### src/rtl/irq_pkg.sv
// Shared constants, source-to-group map and FSM state type for the interrupt controller.
// Register map: PRI at IRQ_PRI_BASE (3 bytes), ENA at IRQ_ENA_BASE (4 bytes),
// ACT at IRQ_ACT_BASE (4 bytes).
package irq_pkg;

    localparam int unsigned MAX_IRQS     = 32;
    localparam int unsigned NUM_GROUPS   = 12;
    localparam int unsigned IDX_W        = 5;
    localparam int unsigned PRI_W        = 2;
    localparam int unsigned ADDR_W       = 24;
    localparam int unsigned DATA_W       = 8;
    localparam int unsigned NUM_PRI_REGS = 3;
    localparam int unsigned NUM_SRC_REGS = 4;

    localparam logic [ADDR_W-1:0] IRQ_PRI_BASE = 24'h2020;
    localparam logic [ADDR_W-1:0] IRQ_ENA_BASE = 24'h2023;
    localparam logic [ADDR_W-1:0] IRQ_ACT_BASE = 24'h2027;
    localparam logic [7:0]        VECTOR_BASE  = 8'h03;

    // Source i belongs to priority group IRQ_GROUP[i]; groups cycle round the 12 slots.
    localparam logic [3:0] IRQ_GROUP [MAX_IRQS] = '{
        4'd0, 4'd1, 4'd2, 4'd3, 4'd4, 4'd5, 4'd6, 4'd7,
        4'd8, 4'd9, 4'd10, 4'd11, 4'd0, 4'd1, 4'd2, 4'd3,
        4'd4, 4'd5, 4'd6, 4'd7, 4'd8, 4'd9, 4'd10, 4'd11,
        4'd0, 4'd1, 4'd2, 4'd3, 4'd4, 4'd5, 4'd6, 4'd7
    };

    typedef enum logic {
        IDLE    = 1'b0,
        REQUEST = 1'b1
    } irq_state_t;

endpackage

### src/rtl/irq_if.sv
// System-bus register access port of the interrupt controller.
// master: bus driver (write/read strobes, address, write data); slave: controller (read data).
interface irq_if;

    logic                         bus_write;
    logic                         bus_read;
    logic [irq_pkg::ADDR_W-1:0]   bus_address_in;
    logic [irq_pkg::DATA_W-1:0]   bus_data_in;
    logic [irq_pkg::DATA_W-1:0]   bus_data_out;

    modport master (
        output bus_write, bus_read, bus_address_in, bus_data_in,
        input  bus_data_out
    );

    modport slave (
        input  bus_write, bus_read, bus_address_in, bus_data_in,
        output bus_data_out
    );

endinterface

### src/rtl/irq_arbiter.sv
// Combinational pick among eligible sources: highest priority wins, ties to the lowest index.
// Ports: elig (eligible vector), src_pri (per-source priority) -> valid, index, pri.
module irq_arbiter
    import irq_pkg::*;
#(
    parameter int unsigned N = MAX_IRQS
) (
    input  logic [N-1:0]            elig,
    input  logic [N-1:0][PRI_W-1:0] src_pri,
    output logic                    valid,
    output logic [IDX_W-1:0]        index,
    output logic [PRI_W-1:0]        pri
);

    // Scan downwards so an equal-priority lower index replaces the current pick.
    always_comb begin
        valid = 1'b0;
        index = '0;
        pri   = '0;
        for (int i = int'(N) - 1; i >= 0; i--) begin
            if (elig[i] && (!valid || src_pri[i] >= pri)) begin
                valid = 1'b1;
                index = IDX_W'(i);
                pri   = src_pri[i];
            end
        end
    end

endmodule

### src/rtl/irq_controller.sv
// Interrupt controller: latches peripheral pulses into flags, applies enables and group
// priorities, arbitrates against cpu_mask and presents one registered request with ack.
// Ports: clk, reset (sync, active-high), clk_ce_cpu, bus (register access), irq_in,
// cpu_mask, irq_ack -> irq_req, irq_vector, irq_pri.
module irq_controller
    import irq_pkg::*;
#(
    parameter int unsigned NUM_IRQS = MAX_IRQS
) (
    input  logic                clk,
    input  logic                reset,
    input  logic                clk_ce_cpu,
    irq_if.slave                bus,
    input  logic [NUM_IRQS-1:0] irq_in,
    input  logic [PRI_W-1:0]    cpu_mask,
    input  logic                irq_ack,
    output logic                irq_req,
    output logic [7:0]          irq_vector,
    output logic [PRI_W-1:0]    irq_pri
);

    // Bits for sources that do not exist stay zero and ignore writes.
    localparam logic [MAX_IRQS-1:0] SRC_MASK = MAX_IRQS'((64'(1) << NUM_IRQS) - 64'(1));

    logic [NUM_GROUPS*PRI_W-1:0]    pri_q, pri_d;
    logic [MAX_IRQS-1:0]            ena_q, ena_d;
    logic [MAX_IRQS-1:0]            flag_q, flag_d;
    logic [MAX_IRQS-1:0]            insvc_q, insvc_d;
    logic [MAX_IRQS-1:0]            act_clr, ack_set, elig;
    logic [MAX_IRQS-1:0][PRI_W-1:0] src_pri;

    irq_state_t       state_q, state_d;
    logic [IDX_W-1:0] lat_idx_q, lat_idx_d;
    logic             req_d;
    logic [7:0]       vec_d;
    logic [PRI_W-1:0] pri_out_d;

    logic             arb_valid;
    logic [IDX_W-1:0] arb_idx;
    logic [PRI_W-1:0] arb_pri;

    // Register writes, flag set/clear (set wins) and in-service bookkeeping.
    always_comb begin
        pri_d   = pri_q;
        ena_d   = ena_q;
        act_clr = '0;
        if (bus.bus_write) begin
            for (int k = 0; k < int'(NUM_PRI_REGS); k++) begin
                if (bus.bus_address_in == IRQ_PRI_BASE + ADDR_W'(k)) pri_d[8*k +: 8] = bus.bus_data_in;
            end
            for (int b = 0; b < int'(NUM_SRC_REGS); b++) begin
                if (bus.bus_address_in == IRQ_ENA_BASE + ADDR_W'(b)) ena_d[8*b +: 8] = bus.bus_data_in;
                if (bus.bus_address_in == IRQ_ACT_BASE + ADDR_W'(b)) act_clr[8*b +: 8] = bus.bus_data_in;
            end
        end
        ena_d   = ena_d & SRC_MASK;
        flag_d  = ((flag_q & ~act_clr) | MAX_IRQS'(irq_in)) & SRC_MASK;
        insvc_d = (insvc_q | ack_set) & flag_d;
    end

    // Raw register read-back; zero when not reading or unmapped.
    always_comb begin
        bus.bus_data_out = '0;
        if (bus.bus_read) begin
            for (int k = 0; k < int'(NUM_PRI_REGS); k++) begin
                if (bus.bus_address_in == IRQ_PRI_BASE + ADDR_W'(k)) bus.bus_data_out = pri_q[8*k +: 8];
            end
            for (int b = 0; b < int'(NUM_SRC_REGS); b++) begin
                if (bus.bus_address_in == IRQ_ENA_BASE + ADDR_W'(b)) bus.bus_data_out = ena_q[8*b +: 8];
                if (bus.bus_address_in == IRQ_ACT_BASE + ADDR_W'(b)) bus.bus_data_out = flag_q[8*b +: 8];
            end
        end
    end

    // Per-source priority from its group and the eligibility vector.
    always_comb begin
        for (int i = 0; i < int'(MAX_IRQS); i++) begin
            src_pri[i] = pri_q[PRI_W*int'(IRQ_GROUP[i]) +: PRI_W];
            elig[i]    = flag_q[i] & ena_q[i] & (src_pri[i] > cpu_mask) & ~insvc_q[i];
        end
    end

    irq_arbiter #(.N(MAX_IRQS)) u_arbiter (
        .elig    (elig),
        .src_pri (src_pri),
        .valid   (arb_valid),
        .index   (arb_idx),
        .pri     (arb_pri)
    );

    // Request FSM: latch a winner in IDLE, hold it frozen until ack or loss of eligibility.
    always_comb begin
        state_d   = state_q;
        req_d     = irq_req;
        vec_d     = irq_vector;
        pri_out_d = irq_pri;
        lat_idx_d = lat_idx_q;
        ack_set   = '0;
        case (state_q)
            IDLE: begin
                if (arb_valid) begin
                    state_d   = REQUEST;
                    req_d     = 1'b1;
                    lat_idx_d = arb_idx;
                    vec_d     = VECTOR_BASE + 8'(arb_idx);
                    pri_out_d = arb_pri;
                end
            end
            REQUEST: begin
                if (irq_ack) begin
                    ack_set[lat_idx_q] = 1'b1;
                    state_d            = IDLE;
                    req_d              = 1'b0;
                end else if (!elig[lat_idx_q]) begin
                    state_d = IDLE;
                    req_d   = 1'b0;
                end
            end
            default: state_d = IDLE;
        endcase
    end

    always_ff @(posedge clk) begin
        if (reset) begin
            pri_q      <= '0;
            ena_q      <= '0;
            flag_q     <= '0;
            insvc_q    <= '0;
            state_q    <= IDLE;
            lat_idx_q  <= '0;
            irq_req    <= 1'b0;
            irq_vector <= '0;
            irq_pri    <= '0;
        end else if (clk_ce_cpu) begin
            pri_q      <= pri_d;
            ena_q      <= ena_d;
            flag_q     <= flag_d;
            insvc_q    <= insvc_d;
            state_q    <= state_d;
            lat_idx_q  <= lat_idx_d;
            irq_req    <= req_d;
            irq_vector <= vec_d;
            irq_pri    <= pri_out_d;
        end
    end

endmodule
### src/flat_wrapper.sv
// flat-port wrapper written by rule: the top's interface ports become plain ports
module irq_controller_flat import irq_pkg::*;
#(
    parameter int unsigned NUM_IRQS = MAX_IRQS
)
  (clk, reset, clk_ce_cpu, irq_in, cpu_mask, irq_ack, irq_req, irq_vector, irq_pri, bus_bus_write, bus_bus_read, bus_bus_address_in, bus_bus_data_in, bus_bus_data_out);
  irq_if bus_i ();
  input  logic clk;
  input  logic reset;
  input  logic clk_ce_cpu;
  input  logic [NUM_IRQS-1:0] irq_in;
  input  logic [PRI_W-1:0] cpu_mask;
  input  logic irq_ack;
  output logic irq_req;
  output logic [7:0] irq_vector;
  output logic [PRI_W-1:0] irq_pri;
  input wire logic [$bits(bus_i.bus_write)-1:0] bus_bus_write;
  input wire logic [$bits(bus_i.bus_read)-1:0] bus_bus_read;
  input wire logic [$bits(bus_i.bus_address_in)-1:0] bus_bus_address_in;
  input wire logic [$bits(bus_i.bus_data_in)-1:0] bus_bus_data_in;
  output wire logic [$bits(bus_i.bus_data_out)-1:0] bus_bus_data_out;
  assign bus_i.bus_write = bus_bus_write;
  assign bus_i.bus_read = bus_bus_read;
  assign bus_i.bus_address_in = bus_bus_address_in;
  assign bus_i.bus_data_in = bus_bus_data_in;
  assign bus_bus_data_out = bus_i.bus_data_out;
  irq_controller #(.NUM_IRQS(NUM_IRQS)) u_core (.clk(clk), .reset(reset), .clk_ce_cpu(clk_ce_cpu), .bus(bus_i), .irq_in(irq_in), .cpu_mask(cpu_mask), .irq_ack(irq_ack), .irq_req(irq_req), .irq_vector(irq_vector), .irq_pri(irq_pri));
endmodule
### config.mk
export PLATFORM = sky130hd
export DESIGN_NAME = irq_controller_flat
export DESIGN_NICKNAME = d
export VERILOG_FILES = /design/src/rtl/irq_pkg.sv /design/src/rtl/irq_if.sv /design/src/rtl/irq_arbiter.sv /design/src/rtl/irq_controller.sv /design/src/flat_wrapper.sv
export SDC_FILE = /design/constraint.sdc
export NUM_CORES = 1
export LEC_CHECK = 0
export CORE_UTILIZATION = 54
export CTS_BUF_LIST = sky130_fd_sc_hd__clkbuf_16
export DETAILED_ROUTE_END_ITERATION = 8
export GPL_TIMING_DRIVEN = 0
export HOLD_SLACK_MARGIN = 0.12
export PLACE_DENSITY_LB_ADDON = 0.15
export SETUP_SLACK_MARGIN = 0.4
export SLEW_MARGIN = 5
export SYNTH_ARGS = -nofsm -noshare
export SYNTH_HDL_FRONTEND = slang
export SYNTH_SLANG_ARGS = --single-unit
### constraint.sdc
create_clock -name clk -period 44.2 [get_ports clk]
set_input_delay 4.42 -clock clk [delete_from_list [all_inputs] [get_ports clk]]
set_output_delay 4.42 -clock clk [all_outputs]
set_load 0.02 [all_outputs]
Yosys cells after proc, flatten, opt, wreduce, memory -nomap -nowiden
Index checks and enable logic that the tools add are counted.
{"block": "totals", "regBits": 137, "output_inout_bits": 19, "wordCells": 437}
{"block": "op_classes", "add_sub_neg": 1, "order_cmp": 45, "n_eq_ne": 13, "mux": 127, "bitwise": 134, "reduce_logical": 103}
{"operator": "24-bit by 14-bit equality test with 1-bit output, second input constant", "count": 11}
{"operator": "5-bit two-way mux", "count": 32}
{"operator": "8-bit two-way mux", "count": 16}
{"operator": "1-bit bitwise AND", "count": 96}
{"operator": "32-bit two-way mux", "count": 3}
{"operator": "32-bit bitwise AND", "count": 2}
{"operator": "2-bit two-way mux", "count": 32}
{"operator": "32-bit OR", "count": 2}
{"operator": "2-bit greater-or-equal comparator", "count": 31}
{"operator": "1-bit two-way mux", "count": 40}
{"operator": "1-bit inverter", "count": 33}
{"operator": "1-bit logical AND", "count": 32}
{"operator": "32-bit inverter", "count": 1}
{"operator": "1-bit logical NOT", "count": 31}
{"operator": "1-bit logical OR", "count": 31}
{"operator": "3-bit AND reduction", "count": 9}
{"operator": "2-bit greater-than comparator", "count": 12}
{"operator": "2-bit by 5-bit adder with 6-bit output, first input constant", "count": 1}
{"operator": "5-bit by 6-bit < comparator with 1-bit output, second input constant", "count": 1}
{"operator": "1-bit binary-select mux with 5-bit select", "count": 1}
{"operator": "1-bit demux with 5-bit select", "count": 1}
{"operator": "5-bit by 1-bit greater-or-equal comparator with 1-bit output, second input constant", "count": 1}
{"operator": "1-bit case mux with 2 select lines", "count": 2}
{"operator": "3-bit inequality test, second input constant", "count": 1}
{"operator": "2-bit by 1-bit inequality test with 1-bit output, second input constant", "count": 1}

Logic depth before layout (Yosys ltp)
{"block": "depth", "depth_word": 130, "mapped_depth": 224}

By module
From an unflattened synthesis, not the netlist that was laid out.
{"block": "hier_totals", "cells_unflattened": 1500, "area_unflattened_um2": 11043.1}
{"module": "irq_controller", "instances": 1, "cells_each": 991, "area_each_um2": 7688.6, "seq_area_each_um2": 2702.6}
{"module": "irq_arbiter", "instances": 1, "cells_each": 509, "area_each_um2": 3354.5, "seq_area_each_um2": 0.0}

Worst setup path before layout
No wires, ideal clock.
{"block": "synth_path", "path_kind": "input to register", "startpoint": "in cpu_mask[1]", "endpoint": "reg u_core.irq_vector[4]", "arrival_ns": 41.900, "required_time_ns": 44.068, "path_slack_ns": 2.168, "stages": 210, "cell_sequence": "inv_1 -> ha_1 -> nor2b_2 -> o2111ai_2 -> nor2_1 -> ha_1 -> nand2b_1 -> a21oi_1 -> a21oi_1 -> mux2_2 -> ha_1 -> nand2b_1 -> a21oi_1 -> o21ai_1 -> nand2_1 -> mux2i_1 -> inv_1 -> ha_1 -> [... 174 more ...] -> inv_1 -> o211ai_1 -> nand2_1 -> ha_1 -> nand2b_1 -> a21oi_1 -> a21o_1 -> mux2_2 -> ha_1 -> a21oi_1 -> a21oi_1 -> nand2b_1 -> nor2_1 -> nand2_1 -> nor3_1 -> nand3b_1 -> mux2i_1 -> a21oi_1"}
{"block": "synth_via", "elab_chain_len": 129}
{"element": "start, declared", "line": "flat_wrapper.sv:12", "rtl": "input logic [PRI_W-1:0] cpu_mask;"}
{"element": "2-bit greater-than comparator", "line": "irq_controller.sv:79", "rtl": "elig[i] = flag_q[i] & ena_q[i] & (src_pri[i] > cpu_mask) & ~insvc_q[i];"}
{"element": "1-bit bitwise AND (2 in series)", "line": "irq_controller.sv:79"}
{"element": "2-bit two-way mux / 1-bit two-way mux (equally long branches)", "line": "irq_arbiter.sv:21", "rtl": "if (elig[i] && (!valid || src_pri[i] >= pri)) begin"}
{"element": "2-bit greater-or-equal comparator / 1-bit logical NOT (equally long branches)", "line": "irq_arbiter.sv:21"}
{"element": "1-bit logical OR", "line": "irq_arbiter.sv:21"}
{"element": "1-bit logical AND", "line": "irq_arbiter.sv:21"}
{"element": "2-bit two-way mux / 1-bit two-way mux (equally long branches)", "line": "irq_arbiter.sv:21"}
{"element": "2-bit greater-or-equal comparator / 1-bit logical NOT (equally long branches)", "line": "irq_arbiter.sv:21"}
{"element": "[... 112 more ...]"}
{"element": "1-bit logical OR", "line": "irq_arbiter.sv:21"}
{"element": "1-bit logical AND", "line": "irq_arbiter.sv:21"}
{"element": "2-bit two-way mux / 1-bit two-way mux (equally long branches)", "line": "irq_arbiter.sv:21"}
{"element": "2-bit greater-or-equal comparator / 1-bit logical NOT (equally long branches)", "line": "irq_arbiter.sv:21"}
{"element": "1-bit logical OR", "line": "irq_arbiter.sv:21"}
{"element": "1-bit logical AND", "line": "irq_arbiter.sv:21"}
{"element": "5-bit two-way mux / 1-bit two-way mux (equally long branches)", "line": "irq_arbiter.sv:21"}
{"element": "2-bit by 5-bit adder with 6-bit output / 3-bit AND reduction (equally long branches)"}
{"element": "end signal, assigned", "line": "irq_controller.sv:142", "rtl": "irq_vector <= vec_d;"}
{"element": "end, declared", "line": "irq_controller.sv:18", "rtl": "output logic [7:0] irq_vector,"}
Parallel ways exist; a longest one is shown, timed or not.
A chain may end at the register's enable or synchronous reset.

Final worst setup path
Ends and elaborated chain as after synthesis.

==> qor.yml <==
status:
  status: "finished with violations"
  violations: "max-capacitance violations"
die:
  die-area_um2: 19500
  core_um2: 18300
  row_count: 49
  die_w_um: 140
  fp.dieH_um: 140
  initial_core_util_pct: 56.0
  ioPinCount: 91
route:
  vias_per_cell: 6.84
  firstDrtPassIters: 9
  drc: 0
  wire_per_inst_um: 25.0
  wl_mm: 44.4
  first_iter_violations: 1485
  num_vias: 12100
  antenna_left: 0
final_layout:
  final_core_util_pct: 71.3
  drive_above_1_share_pct: 16.8
  final_cells: 1775
  syn2layout_area_growth_pct: 27.4
  seq_area_um2: 2700
  multi_input_area_um2: 7610
  nets: 1670
  antennaDiodeCount: 0
  num-fill-cells: 1514
global_routing:
  met3_usage_pct: 9.22
  met1_usage_pct: 53.3
  grt_max_degree: 17
  grt_pass1_wl_mm: 64.3
  grt-ovfl-total: 0
  busiest_layer: "met2"
  use_met2_pct: 67.6
  grt_pass1_vias: 11100
  track_usage_pct: 44.3
  antenna_found_initial: 0
timing:
  final.setup.tns_ps: 0
  slew_headroom_pct: 1.97
  skew_ps: 11.6
  period_needed_ps: 42670
  tightest_slew_ps: 1460
  fmax_mhz: 23.4
  finalCritPeriodShare_pct: 96.5
  drv_slew: 0
  finalSetupViolCount: 0
  hold_viol_final: 0
placement:
  place_hpwl_mm: 32.3
  gp_congestion: 1.03
  io_buffers: 78
  place_inst: 1682
yosys:
  ys_ff_latch: 135
  syn_area_per_cell_um2: 7.45
  synth_enable_flop_cells: 0
  synth_top_family_by_area: "compound AO/OA/AOI/OAI gates"
  synthCells: 1372
  synthMuxAreaShare_pct: 4.52
  synth-seq-area-share_pct: 26.4
  synth_top_area_share_pct: 26.4
  synth_compound_area_share_pct: 28.9
  async_reset_ff_share_pct: 0
  ys.flop_type: "dfxtp_1"
  yosys.area_share.adder_pct: 7.83
  syn_area_um2: 10200
  synth.distinct_cells: 93
  synth_xor_area_share_pct: 0.171
  ys_warn_count: 0
  synth_top_cell_by_area: "dfxtp_1"
  synth.top_cells.by_area: "dfxtp_1 (26%), nand2_1 (8.3%), ha_1 (7.8%), a21oi_1 (5.6%), o21ai_0 (4.2%)"
  synth-simple-area-share_pct: 26.7
clock_tree:
  root_buffer: "clkbuf_16"
  clk_latency_ps: 430
  cts_buffers: 17
  cts_max_level: 4
  cts_hold_buf: 0
  cts_tree: "built"
  cts.sinks: 135
  cts_buffer_depth: 2
  path_clk_slew_ps: 70
setup_path:
  crit_top_cell: "ha_1"
  criticalPathCategory: "input pin to flip-flop"
  path_delay_family: "compound AO/OA/AOI/OAI gates"
  crit_slowest_cell: "o41a_1"
  required_ps: 44510
  slowest_delay_ps: 430
  critPathMaxFanout: 7
  critPathLaunchType: "input pin"
  crit_arrival_ps: 42980
  worstSetupEndpointType: "flip-flop"
  crit_buf_inv: 12
power_and_ir_drop:
  peakVddDrop_mv: 0.0280
  totalPowerFinal_mw: 0.298
  leakage_nw: 5.01
  power_density_nw_per_um2: 22.9
hold_path:
  hold_path_class: "flip-flop to flip-flop"
job:
  max_cap_violations: 1
synth_stat cells, drive strengths merged, types with 12 or more instances:
library cell,count
a31oi,42
and2,18
dfxtp,135
mux2i,15
nor2b,41
inv,72
a22oi,13
o21a,55
o21ai,92
o211ai,12
nand2,225
ha,64
nand2b,44
a21oi,115
clkbuf,55
a222oi,13
nor2,80
nand3,27
or3,13
nor3,41
cell type report:
type	count	share of cell area (%)
well taps	229	2.20
plain buffers	66	2.21
clock buffers	17	3.27
repair buffers	142	9.70
multi-input cells	1099	58.5
flip-flops and latches	135	20.8
clock inverters	14	1.27
inverters	73	2.13
worst reg2reg max path, delay by kind of cell, from the launching register on:
family,cells,cell delay (ps)
AO/OA/AOI/OAI,79,13180
AND/OR/NAND/NOR,81,11790
adder cells (fa/ha/maj),32,8560
multiplexers,12,3550
buffers and inverters,11,1490
flip-flops,1,340
flip-flops by register name, summed over array words and instances (netlist names):
register and count:
u_core.ena_q 32, u_core.flag_q 32, u_core.insvc_q 32, u_core.irq_pri 2, u_core.irq_req 1, u_core.irq_vector 6
u_core.lat_idx_q 5, u_core.pri_q 24, u_core.state_q 1
cells in the final DEF (no fill, tap or decap), types with 15 or more instances in the layout:
cell type and instances:
clkbuf_16 17, nor2b_1 37, a31oi_1 41, a21oi_1 95, nand3_1 25, ha_1 63
a21oi_2 19, nor2_1 71, inv_1 68, nand2b_1 33, clkdlybuf4s50_1 76, clkbuf_1 47
and2_1 15, o21a_1 55, nand2_1 219, o21ai_0 79, nor3_1 36, dfxtp_1 135
buf_4 65
worst paths after layout:
kind,endpoint,cells after the start,start,slack [ps]
max reg2reg,u_core.irq_vector[4],215,u_core.pri_q[14],5240
min reg2reg,u_core.insvc_q[30],1,u_core.insvc_q[30],460
min,u_core.insvc_q[30],1,u_core.insvc_q[30],460
max,u_core.irq_vector[4],216,cpu_mask[1],1530
cells by family (layout without fill, tap and decap cells):
logic type / count (synthesis) / in the layout
other cells: 1 / 2
flops: 135 / 135
buf+inv: 139 / 312
fa+ha+maj: 64 / 64
compound gates: 439 / 439
simple gates: 558 / 558
xor+xnor: 2 / 2
mux: 34 / 34
per-layer routing:
metal / share of wire (%) / wire [um] / up-vias
met5: 0 / 0 / -
met4: 9.8 / 4350 / 0
met3: 12 / 5200 / 275
met2: 42 / 18800 / 967
met1: 36 / 16000 / 5586
li1: - / - / 5309
per-stage QoR:
step | hold slack [ps] | instance area, um2 | setup slack, ps
after CTS | 461 | 12300 | 407
after floorplan | 432 | 10200 | 2170
after global routing | 488 | 13000 | -117
after global placement | 442 | 11300 | -3850
final | 459 | 13000 | 1530
after detailed placement | 447 | 11300 | -4440
repair_timing:
item,in CTS,in global routing
cloned,0,0
pin swaps,14,48
endpoints found under the setup margin,13,13
setup buffers,19,43
gates resized for setup,53,88
report_power, final:
part | total [mW] | leakage [nW] | switching [mW] | internal, mW
Combinational | 0.0250 | 3.62 | 0.0149 | 0.0101
Sequential | 0.127 | 1.10 | 0.00350 | 0.124
Clock | 0.145 | 0.294 | 0.0608 | 0.0845
No activity file was read; power rests on OpenSTA's default activity.
